--- src/rtl/hazard_pipe_ctrl.sv ---
// Pipeline sequencer for the 5-stage core: load-use stalls, branch flushes,
// data-memory freezes, halt drain, memory watchdog and stall/flush counters.
module hazard_pipe_ctrl #(
    parameter int MAX_WAIT     = 16,
    parameter int DRAIN_CYCLES = 3,
    parameter int CNT_W        = 32
) (
    input  logic             clk,
    input  logic             reset,
    input  logic [4:0]       ifid_rs1,
    input  logic [4:0]       ifid_rs2,
    input  logic             ifid_uses_rs1,
    input  logic             ifid_uses_rs2,
    input  logic [4:0]       idex_rd,
    input  logic             idex_mem_read,
    input  logic             branch_taken,
    input  logic             dmem_busy,
    input  logic             halt_req,
    output logic             pc_write,
    output logic             pc_src,
    output logic             ifid_write,
    output logic             ifid_flush,
    output logic             idex_bubble,
    output logic             exmem_flush,
    output logic             pipe_freeze,
    output logic             halted,
    output logic             wdog_err,
    output logic [CNT_W-1:0] stall_count,
    output logic [CNT_W-1:0] flush_count
);

    localparam int WAIT_W  = $clog2(MAX_WAIT + 1);
    localparam int DRAIN_W = $clog2(DRAIN_CYCLES + 1);

    localparam logic [WAIT_W-1:0]  WAIT_MAX   = WAIT_W'(MAX_WAIT);
    localparam logic [WAIT_W-1:0]  WAIT_ONE   = WAIT_W'(1);
    localparam logic [WAIT_W-1:0]  WAIT_ZERO  = WAIT_W'(0);
    localparam logic [DRAIN_W-1:0] DRAIN_INIT = DRAIN_W'(DRAIN_CYCLES);
    localparam logic [DRAIN_W-1:0] DRAIN_ONE  = DRAIN_W'(1);
    localparam logic [DRAIN_W-1:0] DRAIN_ZERO = DRAIN_W'(0);
    localparam logic [CNT_W-1:0]   CNT_ZERO   = CNT_W'(0);
    localparam logic [CNT_W-1:0]   CNT_ONE    = CNT_W'(1);
    localparam logic [CNT_W-1:0]   CNT_MAX    = {CNT_W{1'b1}};

    typedef enum logic [1:0] {
        RUN      = 2'd0,
        MEM_WAIT = 2'd1,
        DRAIN    = 2'd2,
        HALTED   = 2'd3
    } state_t;

    state_t             state_r;
    state_t             state_nxt_s;
    logic [WAIT_W-1:0]  wait_cnt_r;
    logic [WAIT_W-1:0]  wait_nxt_s;
    logic [WAIT_W-1:0]  wait_inc_s;
    logic [DRAIN_W-1:0] drain_cnt_r;
    logic [DRAIN_W-1:0] drain_nxt_s;
    logic               lu_s;
    logic               stall_inc_s;
    logic               flush_inc_s;
    logic               wdog_set_s;

    // Counters stick at all-ones instead of wrapping.
    function automatic logic [CNT_W-1:0] sat_inc(input logic [CNT_W-1:0] cnt, input logic en);
        logic [CNT_W-1:0] res;
        if (en && (cnt != CNT_MAX)) begin
            res = cnt + CNT_ONE;
        end else begin
            res = cnt;
        end
        return res;
    endfunction

    assign lu_s = idex_mem_read && (idex_rd != 5'd0) &&
                  ((ifid_uses_rs1 && (ifid_rs1 == idex_rd)) ||
                   (ifid_uses_rs2 && (ifid_rs2 == idex_rd)));

    assign wait_inc_s = wait_cnt_r + WAIT_ONE;

    // Next-state and pipeline control decode
    always_comb begin
        pc_write    = 1'b0;
        pc_src      = 1'b0;
        ifid_write  = 1'b0;
        ifid_flush  = 1'b0;
        idex_bubble = 1'b0;
        exmem_flush = 1'b0;
        pipe_freeze = 1'b0;
        halted      = 1'b0;
        state_nxt_s = state_r;
        wait_nxt_s  = wait_cnt_r;
        drain_nxt_s = drain_cnt_r;
        stall_inc_s = 1'b0;
        flush_inc_s = 1'b0;
        wdog_set_s  = 1'b0;

        case (state_r)
            RUN, MEM_WAIT: begin
                if (dmem_busy) begin
                    pipe_freeze = 1'b1;
                    wait_nxt_s  = wait_inc_s;
                    if (wait_inc_s == WAIT_MAX) begin
                        wdog_set_s  = 1'b1;
                        state_nxt_s = HALTED;
                    end else begin
                        state_nxt_s = MEM_WAIT;
                    end
                end else begin
                    wait_nxt_s  = WAIT_ZERO;
                    state_nxt_s = RUN;
                    if (branch_taken) begin
                        pc_src      = 1'b1;
                        pc_write    = 1'b1;
                        ifid_write  = 1'b1;
                        ifid_flush  = 1'b1;
                        idex_bubble = 1'b1;
                        exmem_flush = 1'b1;
                        flush_inc_s = 1'b1;
                    end else if (halt_req) begin
                        ifid_flush  = 1'b1;
                        idex_bubble = 1'b1;
                        state_nxt_s = DRAIN;
                        drain_nxt_s = DRAIN_INIT;
                    end else if (lu_s) begin
                        idex_bubble = 1'b1;
                        stall_inc_s = 1'b1;
                    end else begin
                        pc_write   = 1'b1;
                        ifid_write = 1'b1;
                    end
                end
            end
            DRAIN: begin
                if (dmem_busy) begin
                    // Drain progress pauses while memory holds the back end.
                    pipe_freeze = 1'b1;
                    wait_nxt_s  = wait_inc_s;
                    if (wait_inc_s == WAIT_MAX) begin
                        wdog_set_s  = 1'b1;
                        state_nxt_s = HALTED;
                    end else begin
                        state_nxt_s = DRAIN;
                    end
                end else begin
                    wait_nxt_s = WAIT_ZERO;
                    if (branch_taken) begin
                        pc_src      = 1'b1;
                        pc_write    = 1'b1;
                        ifid_write  = 1'b1;
                        ifid_flush  = 1'b1;
                        idex_bubble = 1'b1;
                        exmem_flush = 1'b1;
                        flush_inc_s = 1'b1;
                        drain_nxt_s = DRAIN_ZERO;
                        state_nxt_s = RUN;
                    end else begin
                        idex_bubble = 1'b1;
                        drain_nxt_s = drain_cnt_r - DRAIN_ONE;
                        if (drain_cnt_r == DRAIN_ONE) begin
                            state_nxt_s = HALTED;
                        end else begin
                            state_nxt_s = DRAIN;
                        end
                    end
                end
            end
            HALTED: begin
                pipe_freeze = 1'b1;
                halted      = 1'b1;
            end
            default: begin
                state_nxt_s = RUN;
                wait_nxt_s  = WAIT_ZERO;
                drain_nxt_s = DRAIN_ZERO;
            end
        endcase
    end

    // State, memory-wait and drain counter registers
    always_ff @(posedge clk or posedge reset) begin
        if (reset) begin
            state_r     <= RUN;
            wait_cnt_r  <= WAIT_ZERO;
            drain_cnt_r <= DRAIN_ZERO;
        end else begin
            state_r     <= state_nxt_s;
            wait_cnt_r  <= wait_nxt_s;
            drain_cnt_r <= drain_nxt_s;
        end
    end

    // Performance counters and sticky watchdog flag
    always_ff @(posedge clk or posedge reset) begin
        if (reset) begin
            stall_count <= CNT_ZERO;
            flush_count <= CNT_ZERO;
            wdog_err    <= 1'b0;
        end else begin
            stall_count <= sat_inc(stall_count, stall_inc_s);
            flush_count <= sat_inc(flush_count, flush_inc_s);
            wdog_err    <= wdog_err | wdog_set_s;
        end
    end

endmodule
--- config.mk ---
export PLATFORM = sky130hd
export DESIGN_NAME = hazard_pipe_ctrl
export DESIGN_NICKNAME = d
export VERILOG_FILES = /design/src/rtl/hazard_pipe_ctrl.sv
export SDC_FILE = /design/constraint.sdc
export NUM_CORES = 1
export LEC_CHECK = 0
export ABC_CLOCK_PERIOD_IN_PS = 2800
export CORE_MARGIN = 4
export CORE_UTILIZATION = 49
export DETAILED_ROUTE_END_ITERATION = 6
export MAX_ROUTING_LAYER = met4
export PLACE_DENSITY = 0.8
export SLEW_MARGIN = 5
export SYNTH_ARGS = -nofsm -noshare
export SYNTH_HDL_FRONTEND = slang
export SYNTH_SLANG_ARGS = --single-unit
--- constraint.sdc ---
create_clock -name clk -period 2.8 [get_ports clk]
set_clock_uncertainty 0.15 [all_clocks]
set_input_delay 0.56 -clock clk [delete_from_list [all_inputs] [get_ports clk]]
set_output_delay 0.56 -clock clk [all_outputs]
set_load 0.005 [all_outputs]
==> metrics, run 1 <==
area of the multi-input gates between 1500 and 2000 um2; synthesized area 3800 um2; total die area approximately 9000 um2; GRT Total Usage 0.217; crit path cell chain clkdlybuf4s50_1 > xnor2_1 > nand4_1 > o22ai_2 > nand3_1 > nand2_1 > o21ai_1 > clkdlybuf4s15_1; Crit-path slowest cell clkdlybuf4s50_1; Yosys cell types 39; sequential area share after synthesis 0.488; TritonCTS Sinks 74; status finished clean; clk root buf clkbuf_8; Initial Util 0.512; P&R area growth vs syn 35.7%; post-place setup slack -0.336 ns; CP bufs+invs 2; Slew HR 0.645; Max VDD drop between 300 and 400 uV; yosys warns 0; fin crit period about 2.7 ns; mux contribution to synthesized area 0.0148; die height around 96 um; ant diodes 0; Final setup viols 0; core area ~7400 um2; Synth top area share 0.488; H-tree levels 3; worst-path maximum fanout 2; FILL cells 566; largest net degree at the start of global routing 43; post-route setup slack slightly above 0.09 ns; Clock Latency Late Sink about 0.35 ns; Final nets ~520; main combinational cell family by area after synthesis simple AND/OR/NAND/NOR gates; DR DRC count 0; Synth area leader dfrtp_1; 1st-pass router iterations 5; post-route ant nets 0; fmax ~370 MHz; vias between 3000 and 4000; FF/Latch Area 1850 um2; vias per inst around 5.4; simple-gate area share of the yosys netlist 0.246; Chip Width between 90 and 100 um; Data arrival, critical path 2.00 ns; CP max stage delay about 0.43 ns; post-DP HPWL about 7000 um; worst hold path type flop to flop; CP Class input port to primary output; Port Buffers 95; grt total ovfl 0; Top delay family on crit path buffers and inverters; CP startpoint kind input port; Slew Viols, Final 0; initial antenna violation count 0; Total Wirelength between 9000 and 10000 um; Critical Path End Type primary output; synthesized instance count between 300 and 400; WL per Instance about 15 um; Num CTS Buffers 9; first-pass GRT wire length about 15000 um; maximum capacitance violations 0; most common cell after layout, fill and taps aside clkdlybuf4s50_1; synthesized flop and latch total 74; Area contributors post-synth dfrtp_1, xnor2_1, xor2_1; Hold Fails Final Rpt 0; Top Ports 96; Slew @ Worst Pin 0.531 ns; FP Rows 31; xor/xnor share of the synthesized area 0.164; P per Cell Area around 540 nW/um2; Clock Tree Buf Depth 2; CTS tree done; Synth Area in Compound Gates 0.0465; most frequent cells in the layout clkdlybuf4s50_1, dfrtp_1, nand2_1; Tot Pwr 2790 uW; Adder-Cell Fraction of Synth Area 0.0132; Post-Syn Nets 410; # Post-CTS Setup Buffers 0; syn_area_per_cell slightly below 10 um2; P_leak 0.00234 uW; Worst-path clk slew ~0.070 ns; routability cong. about 0.87; Crit path required time 2.09 ns; fin crit share 0.967; share of cells above drive strength 1 0.0847; unrepaired setup endpoints after global routing false; Initial DRC Count 112; vias in the first global route about 3200
flip-flops by register name, summed over array words and instances (netlist names):
signal and cells:
drain_cnt_r 2, flush_count 32, stall_count 32, state_r 2
wait_cnt_r 5, wdog_err 1
power by group:
group | internal, uW | switching [uW]
clock | 527 | 417
combinational | 311 | 248
sequential | 1150 | 129
total | 1990 | 795
layout make-up:
type,instances,area share
sequential,74,0.359
clock inverter,6,0.0172
timing repair buffer,106,0.202
inverter,15,0.0109
multi-input combinational,285,0.359
tap,99,0.0240
clock buffer,10,0.0267
synth_stat cells (all sizes together):
library cell,count
o31ai,1
and3,6
xnor2,37
nor2b,2
and4,10
nor4,8
nand4b,1
a21oi,7
a22o,2
xor2,34
mux2,5
a21o,3
o22ai,3
or2,2
nand4,14
a211oi,2
o21ai,3
o311ai,1
nand2,47
nand3,30
nor2,28
o211ai,2
o21a,1
inv,15
dfrtp,74
ha,4
or3,2
nor3,30
buf,4
clkbuf,5
cell families (layout without fill, tap and decap cells):
family,count (synthesis),in the layout
AOI/OAI and AO/OA,25,25
xor gates and xnor gates,71,71
adders and majority gates,4,4
buffers and inverters,24,137
DFF,74,74
muxes,5,5
and+or+nand+nor,180,180
per-layer routing:
metal	track usage	part of all wire	vias to the layer above
met1	0.256	0.42	1575
met4	0.0782	0.014	0
met3	0.0352	0.042	13
met2	0.373	0.52	84
met5	-	0	-
li1	-	-	1548
worst paths after layout:
path	from	endpoint	slack (ns)	cells past startpoint
max in group asynchronous	reset	stall_count[16]	1.52	3
hold reg to reg	flush_count[31]	flush_count[31]	0.34	1
setup reg to reg	stall_count[0]	stall_count[1]	0.44	6
min in group asynchronous	reset	flush_count[7]	0.39	2
setup / recovery	ifid_rs2[0]	ifid_write	0.09	8
hold / removal	flush_count[31]	flush_count[31]	0.34	1
worst register-to-register path, delay by kind of cell, from the launching register on:
family | cells | cell delay, ns
AND/OR/NAND/NOR | 3 | 0.59
AO/OA/AOI/OAI | 1 | 0.51
flip-flops | 1 | 0.42
multiplexers | 1 | 0.38
adder cells (fa/ha/maj) | 1 | 0.21
timing repair:
action | 4_1_cts | 5_1_grt
hold buffers | 0 | 0
pin swaps | 7 | 6
endpoints found under the setup margin | 3 | 4
gates resized for setup | 10 | 5
metrics by stage:
step                utilization  cells  hold slack [ns]  TNS [ns]  area [um2]
floorplan                     -    383            0.301         0        3800
global placement          0.664    579            0.298    -0.682        4920
detailed placement        0.664    579            0.322     -1.00        4920
CTS                       0.694    595            0.340         0        5140
global route              0.695    595            0.363         0        5150
finish                    0.695    595            0.336         0        5150
No activity file was read; power rests on OpenSTA's default activity.
==> inputs of run 2 (changes only) <==
--- a/config.mk
+++ b/config.mk
@@ -6,11 +6,13 @@
 export NUM_CORES = 1
 export LEC_CHECK = 0
 export ABC_CLOCK_PERIOD_IN_PS = 2800
+export CELL_PAD_IN_SITES_DETAIL_PLACEMENT = 0
+export CELL_PAD_IN_SITES_GLOBAL_PLACEMENT = 1
 export CORE_MARGIN = 4
-export CORE_UTILIZATION = 49
+export CORE_UTILIZATION = 37
 export DETAILED_ROUTE_END_ITERATION = 6
 export MAX_ROUTING_LAYER = met4
-export PLACE_DENSITY = 0.8
+export PLACE_DENSITY_LB_ADDON = 0.1
 export SLEW_MARGIN = 5
 export SYNTH_ARGS = -nofsm -noshare
 export SYNTH_HDL_FRONTEND = slang
==> run 2 against run 1 <==
Via count fell by 2.3%. Critical endpoint unchanged. Worst hold slack got worse by 0.019 ns. Worst setup slack got worse by 0.036 ns.
==> metrics, run 2 (synthesis results as in run 1) <==
r2r endpoint stall_count[1]; Data arrival, critical path 2.03 ns (+0.03 ns); post-DP HPWL 6750 um (-0.95%); vias in the first global route 3090 (-4.3%); initial antenna violation count 0 (unchanged); P_leak 0.00238 uW (+2.0%); Max VDD drop 321 uV (-1.6%); Num CTS Buffers 9 (unchanged); top flop regs flush_count x32, stall_count x32, wait_cnt_r x5; die height 109 um (+14%); TritonCTS Sinks 74 (unchanged); Clock Latency Late Sink 0.34 ns (about the same); Initial Util 0.385 (-0.128); vias 3147 (-2.3%); Total Wirelength 9000 um (-0.43%); worst hold path type flop to flop; Top Ports 96 (unchanged); Final setup viols 0 (unchanged); first-pass GRT wire length 15000 um (-0.69%); status finished clean; grt total ovfl 0 (unchanged); met2 wire len 4450 um (-6.0%); Critical Path End Type primary output; Chip Width 109 um (+14%); 1st-pass router iterations 5 (unchanged); P&R area growth vs syn 38.8%; crit path from ifid_rs1[4]; unrepaired setup endpoints after global routing true; met3 wire length 375 um (-0.53%); Slew @ Worst Pin 0.473 ns (-0.0571 ns); most frequent cells in the layout clkdlybuf4s50_1, dfrtp_1, nand2_1; FP Rows 36 (+16%); reg2reg start stall_count[0]; Post-CTS Hold Buffers 0 (unchanged); FF-to-FF path depth 7 (+1); total die area 11900 um2 (+30%); post-route ant nets 0 (unchanged); Slew HR 0.684 (+0.0393); ant diodes 0 (unchanged); Setup crit end ifid_write; fmax 365 MHz (-1.3%); fin crit share 0.979 (+0.0127); largest net degree at the start of global routing 37 (-14%); Clock Tree Buf Depth 2 (unchanged); cell depth of the worst hold path 1 (unchanged); fin crit period 2.74 ns (+0.0356 ns); cell area after placement 5000 um2 (+1.6%); Slew Viols, Final 0 (unchanged); routability cong. 0.787 (-9.4%); maximum capacitance violations 0 (unchanged); clk root buf clkbuf_8; vias per inst 4.95 (-8.6%); WL per Instance 14.2 um (-6.9%); final instance area 5270 um2 (+2.3%); Initial DRC Count 108 (-3.6%); top routing layer used met4; CP startpoint kind input port; core area 9860 um2 (+33%); DR DRC count 0 (unchanged); Hold Fails Final Rpt 0 (unchanged); metal1 wirelength 4040 um (+6.2%); FILL cells 903 (+60%); Worst-path clk slew 0.07 ns (about the same); GRT Total Usage 0.162 (-0.0544); P per Cell Area 554 nW/um2 (+2.5%); r2r setup slk 0.38 ns (-0.06 ns); Port Buffers 95 (unchanged); H-tree levels 3 (unchanged); CTS tree done; CP Class input port to primary output; worst-path maximum fanout 2 (unchanged); Final nets 525 (+1.4%); most common cell after layout, fill and taps aside clkdlybuf4s50_1; Crit path required time 2.09 ns (about the same); utilization after layout 0.534 (-0.161); share of cells above drive strength 1 0.0954 (+0.0108)
-- run 2: changes by cell type in the layout (fill, tap and decap cells not counted), moves of 2 or more --
cell / previous run / this run
buf_4: 10 / 17
bufinv_16: 2 / 4
clkdlybuf4s15_1: 3 / 0
clkinvlp_4: 2 / 0
dlygate4sd2_1: 5 / 7
-- run 2: metrics by stage --
step	std cells	power (uW)	setup TNS, ns	setup slack (ns)	hold WS [ns]
2_1_floorplan	383	1580	0	0.208	0.301
3_3_place_gp	618	1850	-0.708	-0.265	0.299
3_5_place_dp	618	1860	-0.795	-0.281	0.303
4_1_cts	635	2960	0	0.0658	0.321
5_1_grt	636	3080	-0.126	-0.0637	0.343
6_report	636	2920	0	0.0577	0.317
-- run 2: routing by layer --
layer | up-vias | GRT usage
li1 | 1557 | -
met1 | 1510 | 0.204
met2 | 65 | 0.261
met3 | 15 | 0.0323
met4 | 0 | 0.0606
met5 | - | -
-- run 2: layout make-up --
cell class                 instances  area (um2)  area share
timing repair buffer             113        1080       0.206
tap                              133         166      0.0316
multi-input combinational        285        1840       0.350
sequential                        74        1850       0.351
clock inverter                     6         138      0.0261
clock buffer                      10         128      0.0242
inverter                          15        56.3      0.0107
-- run 2: worst min path at each step --
stage / from / end
after floorplan: wdog_err / wdog_err
after global placement: wdog_err / wdog_err
after CTS: wdog_err / wdog_err
final: wdog_err / wdog_err
after global routing: wdog_err / wdog_err
after detailed placement: wdog_err / wdog_err
-- run 2: report_power, final --
group / leakage, uW / switching (uW) / internal (uW)
Clock: 0.000131 / 413 / 688
Sequential: 0.000981 / 125 / 1150
Combinational: 0.00127 / 234 / 306
-- run 2: repair_timing --
action / 4_1_cts / 5_1_grt
cloned: 0 / 0
pin swaps: 2 / 3
gates resized for setup: 10 / 2
endpoints found under the setup margin: 3 / 3
setup buffers: 1 / 1
-- run 2: worst max-delay path: stages --
cell             delay (ns)
clkdlybuf4s50_1        0.48
xnor2_1                0.12
nand4_1                0.13
o22ai_2                0.21
nand3_1                0.09
nand2_1                0.10
o21ai_1                0.08
dlygate4sd2_1          0.27
